[config.mk]
export PLATFORM = sky130hd
export DESIGN_NAME = interleave_ctrl_s_axi
export DESIGN_NICKNAME = d
export VERILOG_FILES = /design/src/rtl/interleave_ctrl_s_axi.sv
export SDC_FILE = /design/constraint.sdc
export NUM_CORES = 1
export LEC_CHECK = 0
export CAP_MARGIN = 20
export CORE_ASPECT_RATIO = 0.75
export CORE_UTILIZATION = 35
export CTS_BUF_LIST = sky130_fd_sc_hd__clkbuf_4 sky130_fd_sc_hd__clkbuf_8
export CTS_CLUSTER_DIAMETER = 50
export DETAILED_ROUTE_END_ITERATION = 12
export PLACE_DENSITY_LB_ADDON = 0.05
export SLEW_MARGIN = 5
export SYNTH_ARGS = -nofsm -noshare
export SYNTH_HDL_FRONTEND = slang
export SYNTH_SLANG_ARGS = --single-unit
[constraint.sdc]
create_clock -name ap_clk -period 11.3 [get_ports ap_clk]
set_clock_uncertainty 0.05 [all_clocks]
set_input_delay 3.39 -clock ap_clk [delete_from_list [all_inputs] [get_ports ap_clk]]
set_output_delay 3.39 -clock ap_clk [all_outputs]
set_load 0.05 [all_outputs]
[src/rtl/interleave_ctrl_s_axi.sv]
// interleave_ctrl_s_axi
//   AXI4-Lite control slave for the interleave kernel. Host software programs
//   insize / in_ptr / out_ptr and sets ap_start. Kernel ap_done / ap_idle
//   come back as host-readable status, and a level interrupt is raised on
//   completion.
//
//   Optional build macro: INTERLEAVE_CTRL_AUTO_RESTART_EN
//     When defined, CTRL bit7 (auto_restart) is R/W and keeps ap_start
//     asserted across ap_done. When undefined, bit7 reads 0 and ignores writes.
//
// Ports
//   ap_clk, areset            clock, asynchronous active-high reset
//   s_axi_control_aw*         write address channel (awvalid/awready/awaddr)
//   s_axi_control_w*          write data channel (wvalid/wready/wdata/wstrb)
//   s_axi_control_b*          write response channel (bvalid/bready/bresp)
//   s_axi_control_ar*         read address channel (arvalid/arready/araddr)
//   s_axi_control_r*          read data channel (rvalid/rready/rdata/rresp)
//   interrupt                 level interrupt to host
//   ap_start                  level start to kernel
//   ap_done, ap_idle          kernel completion pulse / idle level
//   insize, in_ptr, out_ptr   kernel argument registers
//
// Register map (byte offsets)
//   0x00 CTRL  0 ap_start, 1 ap_done (COR), 2 ap_idle, 3 ap_ready (COR),
//              7 auto_restart
//   0x04 GIE   0x08 IER[1:0]   0x0C ISR[1:0] (toggle on write 1)
//   0x10 insize  0x14/0x18 in_ptr lo/hi  0x1C/0x20 out_ptr lo/hi

module interleave_ctrl_s_axi #(
  parameter int C_S_AXI_ADDR_WIDTH = 6,
  parameter int C_S_AXI_DATA_WIDTH = 32
) (
  input  logic                            ap_clk,
  input  logic                            areset,
  input  logic                            s_axi_control_awvalid,
  output logic                            s_axi_control_awready,
  input  logic [C_S_AXI_ADDR_WIDTH-1:0]   s_axi_control_awaddr,
  input  logic                            s_axi_control_wvalid,
  output logic                            s_axi_control_wready,
  input  logic [C_S_AXI_DATA_WIDTH-1:0]   s_axi_control_wdata,
  input  logic [C_S_AXI_DATA_WIDTH/8-1:0] s_axi_control_wstrb,
  output logic                            s_axi_control_bvalid,
  input  logic                            s_axi_control_bready,
  output logic [1:0]                      s_axi_control_bresp,
  input  logic                            s_axi_control_arvalid,
  output logic                            s_axi_control_arready,
  input  logic [C_S_AXI_ADDR_WIDTH-1:0]   s_axi_control_araddr,
  output logic                            s_axi_control_rvalid,
  input  logic                            s_axi_control_rready,
  output logic [C_S_AXI_DATA_WIDTH-1:0]   s_axi_control_rdata,
  output logic [1:0]                      s_axi_control_rresp,
  output logic                            interrupt,
  output logic                            ap_start,
  input  logic                            ap_done,
  input  logic                            ap_idle,
  output logic [31:0]                     insize,
  output logic [63:0]                     in_ptr,
  output logic [63:0]                     out_ptr
);

  localparam logic [C_S_AXI_ADDR_WIDTH-1:0] ADDR_CTRL    = C_S_AXI_ADDR_WIDTH'(6'h00);
  localparam logic [C_S_AXI_ADDR_WIDTH-1:0] ADDR_GIE     = C_S_AXI_ADDR_WIDTH'(6'h04);
  localparam logic [C_S_AXI_ADDR_WIDTH-1:0] ADDR_IER     = C_S_AXI_ADDR_WIDTH'(6'h08);
  localparam logic [C_S_AXI_ADDR_WIDTH-1:0] ADDR_ISR     = C_S_AXI_ADDR_WIDTH'(6'h0C);
  localparam logic [C_S_AXI_ADDR_WIDTH-1:0] ADDR_INSIZE  = C_S_AXI_ADDR_WIDTH'(6'h10);
  localparam logic [C_S_AXI_ADDR_WIDTH-1:0] ADDR_INP_LO  = C_S_AXI_ADDR_WIDTH'(6'h14);
  localparam logic [C_S_AXI_ADDR_WIDTH-1:0] ADDR_INP_HI  = C_S_AXI_ADDR_WIDTH'(6'h18);
  localparam logic [C_S_AXI_ADDR_WIDTH-1:0] ADDR_OUTP_LO = C_S_AXI_ADDR_WIDTH'(6'h1C);
  localparam logic [C_S_AXI_ADDR_WIDTH-1:0] ADDR_OUTP_HI = C_S_AXI_ADDR_WIDTH'(6'h20);

  typedef enum logic [1:0] {WRRESET, WRIDLE, WRDATA, WRRESP} wr_state_t;
  typedef enum logic [1:0] {RDRESET, RDIDLE, RDDATA} rd_state_t;

  wr_state_t wr_state, wr_next;
  rd_state_t rd_state, rd_next;

  logic [C_S_AXI_ADDR_WIDTH-1:0] waddr;
  logic [31:0]                   wmask;
  logic                          aw_hs, w_hs, ar_hs;

  logic        int_start, int_done, int_ready, int_gie, auto_restart;
  logic [1:0]  int_ier, int_isr;
  logic [31:0] int_insize, int_inp_lo, int_inp_hi, int_outp_lo, int_outp_hi;
  logic [31:0] rd_mux;

  logic wr_ctrl, wr_gie, wr_ier, wr_isr;
  logic rd_ctrl;

  // ---------------- write channel FSM ----------------
  always_ff @(posedge ap_clk or posedge areset) begin
    if (areset) wr_state <= WRRESET;
    else        wr_state <= wr_next;
  end

  always_comb begin
    wr_next               = wr_state;
    s_axi_control_awready = 1'b0;
    s_axi_control_wready  = 1'b0;
    s_axi_control_bvalid  = 1'b0;
    unique case (wr_state)
      WRRESET: wr_next = WRIDLE;
      WRIDLE: begin
        s_axi_control_awready = 1'b1;
        if (s_axi_control_awvalid) wr_next = WRDATA;
      end
      WRDATA: begin
        s_axi_control_wready = 1'b1;
        if (s_axi_control_wvalid) wr_next = WRRESP;
      end
      WRRESP: begin
        s_axi_control_bvalid = 1'b1;
        if (s_axi_control_bready) wr_next = WRIDLE;
      end
      default: wr_next = WRRESET;
    endcase
  end

  assign s_axi_control_bresp = '0;
  assign aw_hs = s_axi_control_awvalid & s_axi_control_awready;
  assign w_hs  = s_axi_control_wvalid  & s_axi_control_wready;

  always_ff @(posedge ap_clk or posedge areset) begin
    if (areset)     waddr <= '0;
    else if (aw_hs) waddr <= s_axi_control_awaddr;
  end

  assign wmask = {{8{s_axi_control_wstrb[3]}}, {8{s_axi_control_wstrb[2]}},
                  {8{s_axi_control_wstrb[1]}}, {8{s_axi_control_wstrb[0]}}};

  function automatic logic [31:0] merge(input logic [31:0] old,
                                        input logic [31:0] data,
                                        input logic [31:0] mask);
    return (old & ~mask) | (data & mask);
  endfunction

  // Single-bit control registers live in byte 0, so only wstrb[0] gates them.
  assign wr_ctrl = w_hs && (waddr == ADDR_CTRL) && s_axi_control_wstrb[0];
  assign wr_gie  = w_hs && (waddr == ADDR_GIE)  && s_axi_control_wstrb[0];
  assign wr_ier  = w_hs && (waddr == ADDR_IER)  && s_axi_control_wstrb[0];
  assign wr_isr  = w_hs && (waddr == ADDR_ISR)  && s_axi_control_wstrb[0];

  // ---------------- read channel FSM ----------------
  always_ff @(posedge ap_clk or posedge areset) begin
    if (areset) rd_state <= RDRESET;
    else        rd_state <= rd_next;
  end

  always_comb begin
    rd_next               = rd_state;
    s_axi_control_arready = 1'b0;
    s_axi_control_rvalid  = 1'b0;
    unique case (rd_state)
      RDRESET: rd_next = RDIDLE;
      RDIDLE: begin
        s_axi_control_arready = 1'b1;
        if (s_axi_control_arvalid) rd_next = RDDATA;
      end
      RDDATA: begin
        s_axi_control_rvalid = 1'b1;
        if (s_axi_control_rready) rd_next = RDIDLE;
      end
      default: rd_next = RDRESET;
    endcase
  end

  assign s_axi_control_rresp = '0;
  assign ar_hs   = s_axi_control_arvalid & s_axi_control_arready;
  assign rd_ctrl = ar_hs && (s_axi_control_araddr == ADDR_CTRL);

  always_comb begin
    rd_mux = '0;
    case (s_axi_control_araddr)
      ADDR_CTRL:    rd_mux = {24'b0, auto_restart, 3'b0, int_ready, ap_idle, int_done, int_start};
      ADDR_GIE:     rd_mux = {31'b0, int_gie};
      ADDR_IER:     rd_mux = {30'b0, int_ier};
      ADDR_ISR:     rd_mux = {30'b0, int_isr};
      ADDR_INSIZE:  rd_mux = int_insize;
      ADDR_INP_LO:  rd_mux = int_inp_lo;
      ADDR_INP_HI:  rd_mux = int_inp_hi;
      ADDR_OUTP_LO: rd_mux = int_outp_lo;
      ADDR_OUTP_HI: rd_mux = int_outp_hi;
      default:      rd_mux = '0;
    endcase
  end

  // rdata is captured once at the AR handshake and held until rready.
  always_ff @(posedge ap_clk or posedge areset) begin
    if (areset)     s_axi_control_rdata <= '0;
    else if (ar_hs) s_axi_control_rdata <= rd_mux;
  end

  // ---------------- control / status ----------------
`ifdef INTERLEAVE_CTRL_AUTO_RESTART_EN
  always_ff @(posedge ap_clk or posedge areset) begin
    if (areset)       auto_restart <= 1'b0;
    else if (wr_ctrl) auto_restart <= s_axi_control_wdata[7];
  end
`else
  assign auto_restart = '0;
`endif

  // With auto_restart set, ap_done leaves ap_start high so the kernel re-runs.
  always_ff @(posedge ap_clk or posedge areset) begin
    if (areset)                                int_start <= 1'b0;
    else if (wr_ctrl && s_axi_control_wdata[0]) int_start <= 1'b1;
    else if (ap_done && !auto_restart)         int_start <= 1'b0;
  end

  // A completion pulse coinciding with the clearing read keeps the bit set.
  always_ff @(posedge ap_clk or posedge areset) begin
    if (areset) begin
      int_done  <= 1'b0;
      int_ready <= 1'b0;
    end else if (ap_done) begin
      int_done  <= 1'b1;
      int_ready <= 1'b1;
    end else if (rd_ctrl) begin
      int_done  <= 1'b0;
      int_ready <= 1'b0;
    end
  end

  always_ff @(posedge ap_clk or posedge areset) begin
    if (areset) begin
      int_gie <= 1'b0;
      int_ier <= '0;
    end else begin
      if (wr_gie) int_gie <= s_axi_control_wdata[0];
      if (wr_ier) int_ier <= s_axi_control_wdata[1:0];
    end
  end

  // Hardware set takes priority over a same-cycle host toggle.
  always_ff @(posedge ap_clk or posedge areset) begin
    if (areset) begin
      int_isr <= '0;
    end else begin
      for (int unsigned i = 0; i < 2; i++) begin
        if (ap_done && int_ier[i])                 int_isr[i] <= 1'b1;
        else if (wr_isr && s_axi_control_wdata[i]) int_isr[i] <= ~int_isr[i];
      end
    end
  end

  always_ff @(posedge ap_clk or posedge areset) begin
    if (areset) interrupt <= 1'b0;
    else        interrupt <= int_gie & |(int_isr & int_ier);
  end

  // ---------------- kernel argument registers ----------------
  always_ff @(posedge ap_clk or posedge areset) begin
    if (areset) begin
      int_insize  <= '0;
      int_inp_lo  <= '0;
      int_inp_hi  <= '0;
      int_outp_lo <= '0;
      int_outp_hi <= '0;
    end else if (w_hs) begin
      case (waddr)
        ADDR_INSIZE:  int_insize  <= merge(int_insize,  s_axi_control_wdata, wmask);
        ADDR_INP_LO:  int_inp_lo  <= merge(int_inp_lo,  s_axi_control_wdata, wmask);
        ADDR_INP_HI:  int_inp_hi  <= merge(int_inp_hi,  s_axi_control_wdata, wmask);
        ADDR_OUTP_LO: int_outp_lo <= merge(int_outp_lo, s_axi_control_wdata, wmask);
        ADDR_OUTP_HI: int_outp_hi <= merge(int_outp_hi, s_axi_control_wdata, wmask);
        default: ;
      endcase
    end
  end

  assign ap_start = int_start;
  assign insize   = int_insize;
  assign in_ptr   = {int_inp_hi, int_inp_lo};
  assign out_ptr  = {int_outp_hi, int_outp_lo};

endmodule

==> results.py <==
metrics = {
    "global_route": {
        "grt_pass1_vias": 7198,
        "grt_start_max_net_pins": 129,
        "grt_pass1_wl_mm": 45.5,
        "antenna_found_initial": 1,
        "track_usage_pct": 22.7,
        "grt_remaining_overflow": 0,
    },
    "floorplanning": {
        "io_pins": 260,
        "core-area_um2": 25100,
        "start_util_pct": 35.9,
        "die_y_um": 141,
        "die_w_um": 187,
        "fp-row-count": 50,
        "dieArea_um2": 26400,
    },
    "route": {
        "first_iter_violations": 413,
        "finalWirelength_mm": 30.2,
        "drc": 0,
        "postRouteAntennaNets": 0,
        "vias": 7061,
        "avgViaCountPerCell": 5.41,
        "first_pass_iters": 5,
        "avgRoutedWirePerCell_um": 23.1,
    },
    "power": {
        "ir_drop_mv": 0.0972,
        "p_leak_uw": 0.00570,
        "share_comb_of_total_power_pct": 34.3,
        "p_sw_share_pct": 38.2,
        "seqPwrFrac_pct": 36.7,
        "p_clk_share_pct": 29.0,
        "p_switching_uw": 1040,
        "p_int_uw": 1670,
        "powerDensity_nw_per_um2": 212,
    },
    "placed_design": {
        "port_buffers": 255,
        "place_area_um2": 11900,
        "gp_congestion": 0.784,
        "dp_hpwl_mm": 19.1,
        "numPlacedInstances": 1238,
    },
    "logic_synthesis": {
        "ys_seq_elements": 210,
        "synthFlopType": "dfrtp_1",
        "ys_types": 43,
        "ys_async_sr_fraction_pct": 100,
        "seq_area_frac_synth_pct": 58.4,
        "syn_area_um2": 9000,
        "avgSynthCellArea_um2": 13.4,
        "synth_edf_count": 0,
        "netlist_instances": 670,
        "synth_warnings": 0,
    },
    "cts": {
        "ctsHoldBuffers": 0,
        "cts_tree": "built",
        "clockRootBuffer": "clkbuf_8",
        "ctsResizeCount": 0,
        "cts.sinks": 210,
        "h-tree-depth": 2,
        "postCtsSetupBuffers": 0,
        "clockBufferDepth": 3,
        "clk_latency_ps": 510,
        "path_clk_slew_ps": 60,
        "cts_buffers": 37,
    },
    "sta": {
        "maxSlewViolCount": 0,
        "rsz0062_at_grt": "no",
        "slew_headroom_pct": 32.2,
        "fmax_mhz": 171,
        "setup_viol": 0,
        "final.setup.tns_ps": 0,
        "hold_viol": 0,
        "worst_slew_pin_slew_ps": 1010,
        "period_share_pct": 51.7,
        "fin_crit_ps": 5840,
    },
    "min_path": {
        "hp-class": "flip-flop to flip-flop",
    },
    "layout": {
        "layout_commonest_cell": "clkdlybuf4s50_1",
        "fillers": 2168,
        "finalNonFillerCells": 1306,
        "mostFrequentLayoutCells": "255 x clkdlybuf4s50_1, 210 x dfrtp_1, 163 x mux2_2",
        "nets": 1002,
        "area_growth_pct": 42.3,
        "multiInputGateArea_um2": 3590,
        "area.sequential_um2": 5260,
        "drive_above_1_share_pct": 26.5,
        "fin_util_pct": 51.1,
        "stdcell_area_um2": 12800,
    },
    "setup_path": {
        "arrival_ps": 2400,
        "path_delay_family": "buffers and inverters",
        "path_cells": "inv_1, ha_1, clkdlybuf4s50_1",
        "path_class": "flip-flop to primary output",
        "cp.required_ps": 7860,
        "critPathLaunchType": "flip-flop",
        "crit_buf_inv": 2,
        "max_stage_delay_ps": 910,
        "crit_path_end_kind": "primary output",
        "slowest_stage": "clkdlybuf4s50_1",
        "critPathMaxFanout": 11,
    },
    "status": {
        "status": "complete, no violations",
    },
    "flow_run": {
        "maxCapViolCount": 0,
    },
}
==> logic make-up (layout without fill, tap and decap cells) <==
group,count (synthesis),in the layout,share of synthesized area [%]
AOI/OAI and AO/OA,165,165,11.7
xor gates and xnor gates,2,2,0.195
adders and majority gates,4,4,0.556
buffers and inverters,44,338,2.10
DFF,210,210,58.4
muxes,175,175,22.3
other,1,5,0.0417
and+or+nand+nor,69,69,4.74
==> worst reg2reg max path, cell delays in order, from the launching register on <==
cell,delay [ps]
dfrtp_1,410
or4_1,720
or4b_1,920
nor2_8,370
mux2_2,370
==> synthesized netlist by cell type (2+ instances only) <==
master / n / area share, %
dfrtp_1: 210 / 58
mux2_2: 163 / 20
a21oi_1: 64 / 3.6
a22oi_1: 59 / 4.9
a31oi_1: 29 / 2.0
clkbuf_1: 29 / 1.2
nor2_1: 18 / 0.75
nand2_1: 14 / 0.58
inv_1: 8 / 0.33
mux2_4: 8 / 1.3
nand3_1: 5 / 0.28
nor3_1: 5 / 0.28
a222oi_1: 4 / 0.44
buf_4: 4 / 0.33
ha_1: 4 / 0.56
nor2_8: 4 / 0.89
nor4b_1: 4 / 0.39
and3b_1: 3 / 0.29
mux2i_1: 3 / 0.33
nand2b_1: 3 / 0.21
o21ai_0: 3 / 0.17
a221oi_1: 2 / 0.19
nor2b_1: 2 / 0.14
nor4_1: 2 / 0.14
xnor2_1: 2 / 0.19
==> power groups by stage <==
stage / Combinational (uW) / Clock (uW) / Sequential (uW)
6_report: 931 / 785 / 996
5_1_grt: 973 / 838 / 1010
4_1_cts: 935 / 805 / 994
3_5_place_dp: 932 / 0 / 1000
3_3_place_gp: 922 / 0 / 998
2_1_floorplan: 258 / 0 / 1330
==> path summary, 6_finish.rpt <==
check                                        endpoint  slack, ps  depth (start not counted)               startpoint
max in group asynchronous  asynchronous set/reset pin       6380                          4                   areset
setup / recovery                 s_axi_control_wready       5460                          3  wr_state[0]$_DFFE_PP0P_
hold / removal                  int_ready$_DFFE_PP0P_        430                          1    int_ready$_DFFE_PP0P_
min in group asynchronous  asynchronous set/reset pin       3410                          2                   areset
hold reg to reg                 int_ready$_DFFE_PP0P_        430                          1    int_ready$_DFFE_PP0P_
setup reg to reg                            flip-flop       8340                          4     waddr[1]$_DFFE_PP0P_
==> metrics by stage <==
step                hold WS (ps)  setup slack, ps  total power (uW)
floorplan                    399             2120              1590
global placement             413             5170              1920
detailed placement           421             5010              1940
CTS                          436             5430              2730
global route                 465             5320              2820
finish                       430             5460              2710
==> layer usage <==
layer	routed length, um	up-vias	global-route usage (%)
li1	-	3064	-
met3	2360	44	5.73
met1	14000	3617	33.0
met5	0	-	0
met2	13400	336	33.7
met4	420	0	5.57
==> final cells by class <==
type,instances,share of cell area [%]
clock inverter,3,0.332
sequential,210,41.0
clock buffer,62,6.32
tap,338,3.30
antenna,1,0.0195
inverter,8,0.293
multi-input combinational,419,28.0
timing repair buffer,265,20.7
(Power assumes the default switching activity.)
